===== config.mk =====
export PLATFORM = sky130hd
export DESIGN_NAME = lif_neuron_array
export DESIGN_NICKNAME = d
export VERILOG_FILES = /design/src/rtl/lif_neuron_array.sv
export SDC_FILE = /design/constraint.sdc
export NUM_CORES = 1
export LEC_CHECK = 0
export CAP_MARGIN = 5
export CORE_MARGIN = 1.5
export CORE_UTILIZATION = 57
export DETAILED_ROUTE_END_ITERATION = 10
export GPL_TIMING_DRIVEN = 0
export PLACE_DENSITY = 0.82
export SKIP_CTS_REPAIR_TIMING = 1
export SYNTH_ARGS = -nofsm -noshare
export SYNTH_HDL_FRONTEND = slang
export SYNTH_SLANG_ARGS = --single-unit

===== constraint.sdc =====
create_clock -name clk -period 7 [get_ports clk]
set_input_delay 0.7 -clock clk [delete_from_list [all_inputs] [get_ports clk]]
set_output_delay 0.7 -clock clk [all_outputs]
set_load 0.01 [all_outputs]

===== src/rtl/lif_neuron_array.sv =====
// rtl/lif_neuron_array.sv - array of leaky integrate-and-fire neurons with shared threshold
// Saturating membranes, per-channel refractory counters and a clamped aggregate spike counter.
module lif_neuron_array #(
  parameter int N_CH        = 2,
  parameter int W           = 8,
  parameter int LEAK_SHIFT  = 1,
  parameter int REFRAC      = 2,
  parameter int THRESH_INIT = 128,
  parameter int SEL_W       = 1
) (
  input  logic              clk,
  input  logic              rst_n,
  input  logic              step_en,
  input  logic [N_CH*W-1:0] current,
  input  logic              thr_we,
  input  logic [W-1:0]      thr_data,
  input  logic [SEL_W-1:0]  sel,
  output logic [N_CH-1:0]   spike_out,
  output logic [W-1:0]      state_out,
  output logic [7:0]        spike_cnt
);

  localparam int RW = (REFRAC > 0) ? $clog2(REFRAC + 1) : 1;

  logic [W-1:0]  mem      [N_CH];
  logic [RW-1:0] refr     [N_CH];
  logic [W-1:0]  thr;

  logic [W-1:0]  leaked   [N_CH];
  logic [W:0]    sum      [N_CH];
  logic [W-1:0]  sat      [N_CH];
  logic [W-1:0]  mem_nxt  [N_CH];
  logic [RW-1:0] refr_nxt [N_CH];
  logic [N_CH-1:0] spk_nxt;
  logic [3:0]    pop;
  logic [8:0]    cnt_sum;
  logic [7:0]    cnt_nxt;

  always_comb begin
    spk_nxt = '0;
    pop     = '0;
    for (int k = 0; k < N_CH; k++) begin
      leaked[k]   = mem[k] - (mem[k] >> LEAK_SHIFT);
      sum[k]      = {1'b0, leaked[k]} + {1'b0, current[k*W +: W]};
      sat[k]      = sum[k][W] ? {W{1'b1}} : sum[k][W-1:0];
      mem_nxt[k]  = sat[k];
      refr_nxt[k] = refr[k];
      if (refr[k] != '0) begin
        // Refractory: leak only, input ignored.
        mem_nxt[k]  = leaked[k];
        refr_nxt[k] = refr[k] - 1'b1;
      end else if (sat[k] >= thr) begin
        spk_nxt[k]  = 1'b1;
        mem_nxt[k]  = '0;
        refr_nxt[k] = RW'(REFRAC);
      end
      pop = pop + {3'b000, spk_nxt[k]};
    end
    cnt_sum = {1'b0, spike_cnt} + {5'b00000, pop};
    cnt_nxt = cnt_sum[8] ? 8'hFF : cnt_sum[7:0];
  end

  always_ff @(posedge clk or negedge rst_n) begin
    if (!rst_n) begin
      for (int k = 0; k < N_CH; k++) begin
        mem[k]  <= '0;
        refr[k] <= '0;
      end
      thr       <= W'(THRESH_INIT);
      spike_out <= '0;
      spike_cnt <= '0;
    end else begin
      if (step_en) begin
        for (int k = 0; k < N_CH; k++) begin
          mem[k]  <= mem_nxt[k];
          refr[k] <= refr_nxt[k];
        end
        spike_out <= spk_nxt;
        spike_cnt <= cnt_nxt;
      end else begin
        spike_out <= '0;
      end
      // Compare above used the old threshold; new value applies next edge.
      if (thr_we) thr <= thr_data;
    end
  end

  always_comb begin
    state_out = '0;
    for (int k = 0; k < N_CH; k++) begin
      if (SEL_W'(k) == sel) state_out = mem[k];
    end
  end

endmodule


=== Word level (Yosys, flattened, before mapping) ===
Index checks and enable logic that the tools add are counted.

* Add/sub/neg operators: 8
* $lt $le $gt $ge: 2
* Muxes and demuxes: 17
* Reduce and logical (&&, ||, !) cells: 6

{| class="wikitable"
|+ Operators by type and width
! kind !! number
|-
| 8-bit 2-to-1 mux || 8
|-
| 8-bit by 8-bit adder with 9-bit output || 2
|-
| 8-bit >= comparator || 2
|-
| 8-bit by 7-bit subtractor with 8-bit output || 2
|-
| 2-bit 2-to-1 mux || 5
|-
| 8-bit by 2-bit adder with 9-bit output || 1
|-
| 2-bit nonzero test || 4
|-
| 1-bit 2-to-1 mux || 4
|-
| 2-bit AND reduction || 2
|-
| 2-bit by 1-bit subtractor with 2-bit output, second input constant || 2
|-
| 1-bit by 1-bit adder with 2-bit output || 1
|}

* Flip-flop bits (word level): 38
* Input port bits: 29
* Output and inout bits: 18
* Logic and storage cells: 40

=== Depth between registers and ports, before layout ===
Gate-level depths: netlist of run 1.

* Word-level depth: 9
* Depth in mapped cells: 26
* Gate-level depth less buffers: 26

=== Least setup slack after synthesis of run 1 ===
No wires, ideal clock.

* Path kind: register to register
* From: reg mem[9] (netlist bit)
* To: reg spike_cnt[7]
* Arrival: 5.202 ns
* Path slack: 1.651 ns
* Stages on the path, launching flop included: 25
* Buffers on the path: 0
* Period minus slack after synthesis: 5.349 ns
* Path through: dfrtp_1 > ha_1 > inv_1 > fa_1 > a211oi_2 > nor4b_1 > or4_4 > ha_1 > or2_2 > a2111oi_4 > nor2_2 > or2_2 > ha_1 > and2_1 > o21a_1 > a211oi_4 > nand2b_1 > fa_1 > inv_1 > ha_1 > nand2_1 > nor2_1 > and2_1 > nor2b_1 > a41oi_1

* Word-level cells in the longest chain between the ends: 9

{| class="wikitable"
|+ RTL lines
! what !! RTL line !! RTL
|-
| from (decl) || 25 || <nowiki>logic [W-1:0] mem [N_CH];</nowiki>
|-
| from (signal, indexed assignment) || 75 || <nowiki>mem[k] <= mem_nxt[k];</nowiki>
|-
| 8-bit by 7-bit subtractor with 8-bit output || 43 || <nowiki>leaked[k] = mem[k] - (mem[k] >> LEAK_SHIFT);</nowiki>
|-
| 8-bit by 8-bit adder with 9-bit output || 44 || <nowiki>sum[k] = {1'b0, leaked[k]} + {1'b0, current[k*W +: W]};</nowiki>
|-
| 8-bit 2-to-1 mux || 45 || <nowiki>sat[k] = sum[k][W] ? {W{1'b1}} : sum[k][W-1:0];</nowiki>
|-
| 8-bit >= comparator || 52 || <nowiki>end else if (sat[k] >= thr) begin</nowiki>
|-
| 1-bit 2-to-1 mux || 52 ||
|-
| 1-bit 2-to-1 mux || 48 || <nowiki>if (refr[k] != '0) begin</nowiki>
|-
| 1-bit by 1-bit adder with 2-bit output || 57 || <nowiki>pop = pop + {3'b000, spk_nxt[k]};</nowiki>
|-
| 8-bit by 2-bit adder with 9-bit output || 59 || <nowiki>cnt_sum = {1'b0, spike_cnt} + {5'b00000, pop};</nowiki>
|-
| 8-bit 2-to-1 mux || 60 || <nowiki>cnt_nxt = cnt_sum[8] ? 8'hFF : cnt_sum[7:0];</nowiki>
|-
| to (signal assigned) || 79 || <nowiki>spike_cnt <= cnt_nxt;</nowiki>
|-
| to (decl) || 20 || <nowiki>output logic [7:0] spike_cnt</nowiki>
|}

No other way between the ends.
A chain may end at the register's enable or synchronous reset.

=== Worst setup path after layout of run 1 ===
* From: reg mem[9] (netlist bit)
* To: reg spike_cnt[3]

Same word-level chain as after synthesis.

==> results of run 1 <==
[cell families (layout without fill, tap and decap cells)]
| logic type | count (synthesis) | count (layout) | share of synthesized area |
|---|---|---|---|
| xor+xnor | 18 | 18 | 0.0430 |
| compound gates | 128 | 128 | 0.249 |
| fa+ha+maj | 56 | 56 | 0.201 |
| simple gates | 116 | 116 | 0.159 |
| buf+inv | 55 | 108 | 0.0570 |
| flops | 38 | 38 | 0.260 |
| mux | 10 | 10 | 0.0300 |
[final cells by class]
type / count / area [um^2]
fill: 492 / 1930
tap: 77 / 96.3
multi-input combinational: 328 / 2500
timing repair buffer: 45 / 445
sequential: 38 / 952
clock inverter: 3 / 68.8
clock buffer: 5 / 68.8
buffer: 9 / 36.3
inverter: 46 / 173
[stage by stage]
step / setup slack, ns / util / cell area (um^2) / hold slack, ns / std cells
finish: 1.07 / 0.692 / 4350 / 0.496 / 551
global route: 0.593 / 0.692 / 4350 / 0.533 / 551
CTS: 1.05 / 0.692 / 4350 / 0.503 / 551
detailed placement: 1.08 / 0.670 / 4210 / 0.483 / 543
global placement: 1.16 / 0.671 / 4210 / 0.469 / 543
floorplan: 1.65 / - / 3670 / 0.404 / 421
[placed cells by master (no fill, tap or decap), types with 4 or more instances in the layout]
master,netlist,layout
sky130_fd_sc_hd__a31oi_1,7,7
sky130_fd_sc_hd__xor2_1,7,7
sky130_fd_sc_hd__nand2_1,34,34
sky130_fd_sc_hd__o22ai_1,5,5
sky130_fd_sc_hd__ha_1,51,51
sky130_fd_sc_hd__nor2b_1,8,8
sky130_fd_sc_hd__nor3b_1,4,4
sky130_fd_sc_hd__mux2i_1,5,5
sky130_fd_sc_hd__a21o_1,7,7
sky130_fd_sc_hd__inv_1,46,46
sky130_fd_sc_hd__clkbuf_8,0,5
sky130_fd_sc_hd__xnor2_1,11,11
sky130_fd_sc_hd__clkbuf_1,7,7
sky130_fd_sc_hd__and2_1,4,4
sky130_fd_sc_hd__o211ai_1,10,10
sky130_fd_sc_hd__fa_1,5,5
sky130_fd_sc_hd__clkdlybuf4s50_1,0,44
sky130_fd_sc_hd__a211oi_1,4,4
sky130_fd_sc_hd__and3_1,4,4
sky130_fd_sc_hd__nand3_1,10,10
sky130_fd_sc_hd__a22oi_1,8,8
sky130_fd_sc_hd__o21a_1,8,8
sky130_fd_sc_hd__a21oi_1,18,18
sky130_fd_sc_hd__nor2_1,26,26
sky130_fd_sc_hd__or2_2,7,7
sky130_fd_sc_hd__dfrtp_1,37,37
sky130_fd_sc_hd__nand2b_1,6,6
sky130_fd_sc_hd__o21ai_0,30,30
[state kept, by name, indices dropped and copies added, names as in the netlist]
register and cells:
spike_cnt 8, mem 16, spike_out 2, thr 8, refr 4
[layer usage]
metal | vias to the layer above | share of wire | wire length (um)
met5 | - | 0 | 0
met1 | 1551 | 0.46 | 3910
met3 | 15 | 0.029 | 248
li1 | 1647 | - | -
met4 | 0 | 0.024 | 205
met2 | 70 | 0.49 | 4170
[final timing paths]
check	from	end	slack, ns	cells after the start
worst max-delay path	mem[9]$_DFFE_PN0P_	spike_cnt[3]$_DFFE_PN0P_	1.07	24
worst min-delay path	rst_n	spike_cnt[4]$_DFFE_PN0P_	0.50	1
worst max register to register	mem[9]$_DFFE_PN0P_	spike_cnt[3]$_DFFE_PN0P_	1.07	24
worst min register to register	refr[0]$_DFFE_PN0P_	refr[0]$_DFFE_PN0P_	0.50	1
max in group asynchronous	rst_n	mem[1]$_DFFE_PN0P_	5.96	1
min in group clk	refr[0]$_DFFE_PN0P_	refr[0]$_DFFE_PN0P_	0.50	1
==> run metrics, run 1 <==
horizontal extent of the die 83.2 um; overall die height 83.2 um; minimum clock period about 6 ns; WL/cell 15.5 um; sequential area share after synthesis 0.260; Total Routed Length between 8000 and 9000 um; Avg Inst Size Synth between 8 and 9 um^2; number of endpoints failing setup at the final stage 0; Synthesized Nets approximately 510; Max Buffers Root-to-Sink 2; yosys warns 0; number of H-tree levels 2; I/O Buffers 45; Die ar. about 0.0069 mm^2; Top Family by Delay on Critical Path simple AND/OR/NAND/NOR gates; arrival time of the worst setup path 6.11 ns; global placer's final weighted congestion around 0.92; met2 track utilization from global routing 0.438; antenna violations before repair 0; Worst Path Max Fanout 10; post-DP HPWL between 6000 and 7000 um; CP bufs+invs 2; Sinks on Clock Net 38; area of the placeable core 0.00628 mm^2; Top-Level Pins 47; GR Layer Usage met3 0.0239; share of synthesized flip-flops with an asynchronous set or reset 1.00; GRT Util Overall 0.255; total inserted antenna cells 0; source-to-sink clock delay at the later pin of the worst-skew pair 0.30 ns; library cell with the highest instance count after synthesis sky130_fd_sc_hd__ha_1; leading area contributor after synthesis sky130_fd_sc_hd__dfrtp_1; largest cells by area after synthesis sky130_fd_sc_hd__dfrtp_1 25%, sky130_fd_sc_hd__ha_1 17%, sky130_fd_sc_hd__inv_1 4.7%, sky130_fd_sc_hd__o21ai_0 4.1%, sky130_fd_sc_hd__nand2_1 3.5%; gr busiest metal met2; biggest cell delay along the critical path 0.55 ns; part of the cycle the worst path needs 0.848; Starting DRT DRC Count ~150; Max Fclk 169 MHz; maximum number of pins on one net before global-route repair 39; DR pass1 iterations 5; sort of element at the end of the critical path register; classification of the worst setup path register to register; post-synthesis cell area 0.00367 mm^2; Post-synth top flop sky130_fd_sc_hd__dfrtp_1; via count of the first global-routing pass between 3000 and 4000; required time of the critical path around 7.2 ns; instance count of the mapped netlist between 400 and 500; launching element type of the critical path register; TritonCTS clock tree yes; row count 29; GR Util met1 0.332; root buffer cell sky130_fd_sc_hd__clkbuf_8; starting density of the core 0.584; post-synthesis register bit count 38; clock buffer count from CTS 5; status completed; final total negative setup slack 0 ns; fraction of synthesized cell area taken by the top area cell type 0.253; number of synthesized flops with an enable pin 0; gr ovfl total 0; class of the worst hold path input port to async pin; Synth top cells by count 51 x sky130_fd_sc_hd__ha_1, 46 x sky130_fd_sc_hd__inv_1, 37 x sky130_fd_sc_hd__dfrtp_1; setup repair after global routing missed its margin false; DRC violation count after routing 0; Via Count 3283; slowest library cell on the worst path sky130_fd_sc_hd__or4_4; number of routed nets with antenna violations 0; Hold Vio Cnt, Final 0; Slew Viols, Final 0; Post-layout nets 558; number of different library cells in the post-synthesis netlist 62; clock skew after layout 0.00974 ns; cell chain of the critical path ha_1, inv_1, fa_1, a211oi_2, nor4b_1, or4_4, ha_1, or2_2, a2111oi_4, nor2_2, or2_2, ha_1, and2_1, o21a_1, a211oi_4, nand2b_1, fa_1, inv_1, ha_1, nand2_1, nor2_1, and2_1, nand4_1, nand2_1; global-route wire length before repair 14400 um; Synth-to-Final Area Change 18.5%; most repeated library cell on the critical path sky130_fd_sc_hd__ha_1; mean number of vias per cell 5.96; Tightest Pin Transition 0.851 ns; max-cap violations 0; remaining max-slew budget at the tightest pin 0.433; ratio of cells with drive above 1 in the final layout 0.0717; clock-pin slew on the worst setup and hold paths 0.09 ns
Power of run 1 is left out: the tool's default activity adds up to more than one toggle a clock period on the data nets, which glitch-free logic cannot reach.
==> run 2, diff against run 1 <==
--- a/config.mk
+++ b/config.mk
@@ -7,10 +7,10 @@
 export LEC_CHECK = 0
 export CAP_MARGIN = 5
 export CORE_MARGIN = 1.5
-export CORE_UTILIZATION = 57
+export CORE_UTILIZATION = 51
 export DETAILED_ROUTE_END_ITERATION = 10
 export GPL_TIMING_DRIVEN = 0
-export PLACE_DENSITY = 0.82
+export PLACE_DENSITY = 0.77
 export SKIP_CTS_REPAIR_TIMING = 1
 export SYNTH_ARGS = -nofsm -noshare
 export SYNTH_HDL_FRONTEND = slang
==> constraint.sdc (replaced) <==
create_clock -name clk -period 5.3 [get_ports clk]
set_input_delay 0.53 -clock clk [delete_from_list [all_inputs] [get_ports clk]]
set_output_delay 0.53 -clock clk [all_outputs]
set_load 0.01 [all_outputs]
==> run 2 against run 1 <==
  * The flow now finishes with violations (setup timing)
  * Clock-buffer cell count stayed put
  * Via count rose by 2.8%
  * Critical path depth increased by 1
  * Register-to-register slack got worse by 1.3 ns
  * Final cell count grew 5.3%
  * First-iteration DRC count increased by 33%
  * Worst setup slack worse by 1.3 ns
  * Cell area up 4.6%
  * Utilization decreased by 3.0 points
  * Critical path type unchanged
==> run metrics, run 2 (synthesis results as in run 1) <==
failing checks setup timing; ratio of cells with drive above 1 in the final layout 0.124; Reg area ~950 um^2; GRT Util Overall 0.235; most used cells in the layout excluding fill and tap cells 48 x sky130_fd_sc_hd__ha_1, 45 x sky130_fd_sc_hd__inv_1, 44 x sky130_fd_sc_hd__clkdlybuf4s50_1; Tightest Pin Transition 0.872 ns; Worst setup startpoint mem[8]$_DFFE_PN0P_; number of H-tree levels 2; flip-flop count of the largest register, all copies and words added 16; horizontal extent of the die 87.8 um; source-to-sink clock delay at the later pin of the worst-skew pair ~0.3 ns; Top Family by Delay on Critical Path simple AND/OR/NAND/NOR gates; final core area utilization 0.662; Total Routed Length 8880 um; final worst setup slack -0.259 ns; Top-Level Pins 47; row count 30; part of the cycle the worst path needs 1.05; area of the multi-input gates ~0.0026 mm^2; top flop regs mem x16, spike_cnt x8, thr x8; post-DP HPWL ~6800 um; Max Fclk around 180 MHz; area of the placeable core 0.00687 mm^2; Synth-to-Final Area Change 24.0%; Post-layout nets 568; starting density of the core 0.534; sort of element at the end of the critical path register; biggest cell delay along the critical path 0.57 ns; TritonCTS clock tree yes; number of routed nets with antenna violations 0; slowest library cell on the worst path sky130_fd_sc_hd__or4_4; Post-Place Cells 562; number of endpoints failing setup at the final stage 8; total inserted antenna cells 0; Via Count about 3400; Worst Path Max Fanout 7; Max Buffers Root-to-Sink 2; Die ar. approximately 0.0077 mm^2; class of the worst hold path input port to async pin; max-cap violations 0; Layout Cells excl Fill 580; clock-pin slew on the worst setup and hold paths 0.08 ns; launching element type of the critical path register; Critical R2R Launch mem[8]$_DFFE_PN0P_; CP bufs+invs 3; overall die height between 80 and 90 um; WL/cell 15.3 um; minimum clock period between 5 and 6 ns; antenna violations before repair 0; metal1 wirelength 3920 um; DR pass1 iterations 6; mean number of vias per cell between 5 and 6; arrival time of the worst setup path 5.80 ns; setup repair after global routing missed its margin true; required time of the critical path 5.54 ns; Slew Viols, Final 0; root buffer cell sky130_fd_sc_hd__clkbuf_8; highest routed metal layer met4; Starting DRT DRC Count 203; gr ovfl total 0; clock skew after layout 0.00503 ns; via count of the first global-routing pass 3202; met2 wire len 4280 um; remaining max-slew budget at the tightest pin 0.418; classification of the worst setup path register to register; global placer's final weighted congestion 0.892; status finished with violations; Most flops, register mem; Hold Vio Cnt, Final 0; clock buffer count from CTS 5; DRC violation count after routing 0; metal3 WL roughly 500 um; global-route wire length before repair 14300 um; most common library cell in the layout ignoring fill and taps sky130_fd_sc_hd__ha_1; I/O Buffers 45; maximum number of pins on one net before global-route repair 39; Fillers between 500 and 600; Sinks on Clock Net 38
## run 2: worst paths after layout
kind | to | slack [ns] | cells past startpoint
max in group asynchronous | mem[9]$_DFFE_PN0P_ | 4.35 | 1
min | spike_cnt[6]$_DFFE_PN0P_ | 0.33 | 1
max | spike_cnt[5]$_DFFE_PN0P_ | -0.26 | 25
min reg2reg | refr[0]$_DFFE_PN0P_ | 0.50 | 1
max reg2reg | spike_cnt[5]$_DFFE_PN0P_ | -0.26 | 25
min in group clk | refr[0]$_DFFE_PN0P_ | 0.50 | 1
## run 2: cell type report
type / count / area share
buffer: 9 / 0.00798
clock buffer: 5 / 0.0151
clock inverter: 3 / 0.0151
inverter: 46 / 0.0380
multi-input combinational: 328 / 0.573
sequential: 38 / 0.210
tap: 96 / 0.0264
timing repair buffer: 55 / 0.115
## run 2: layer usage
metal	up-vias	track usage
met5	-	0
li1	1661	-
met1	1583	0.305
met4	0	0.0707
met3	14	0.0330
met2	116	0.405
## run 2: per-stage QoR
step / TNS, ns / hold slack [ns] / setup WS [ns] / instance area [um^2]
finish: -1.77 / 0.327 / -0.259 / 4550
global route: -3.84 / 0.416 / -0.540 / 4550
CTS: -4.78 / 0.371 / -0.658 / 4370
detailed placement: -4.46 / 0.481 / -0.615 / 4230
global placement: -3.63 / 0.468 / -0.515 / 4240
floorplan: -0.0229 / 0.234 / -0.0229 / 3670
Power of run 2 is left out for the same reason.
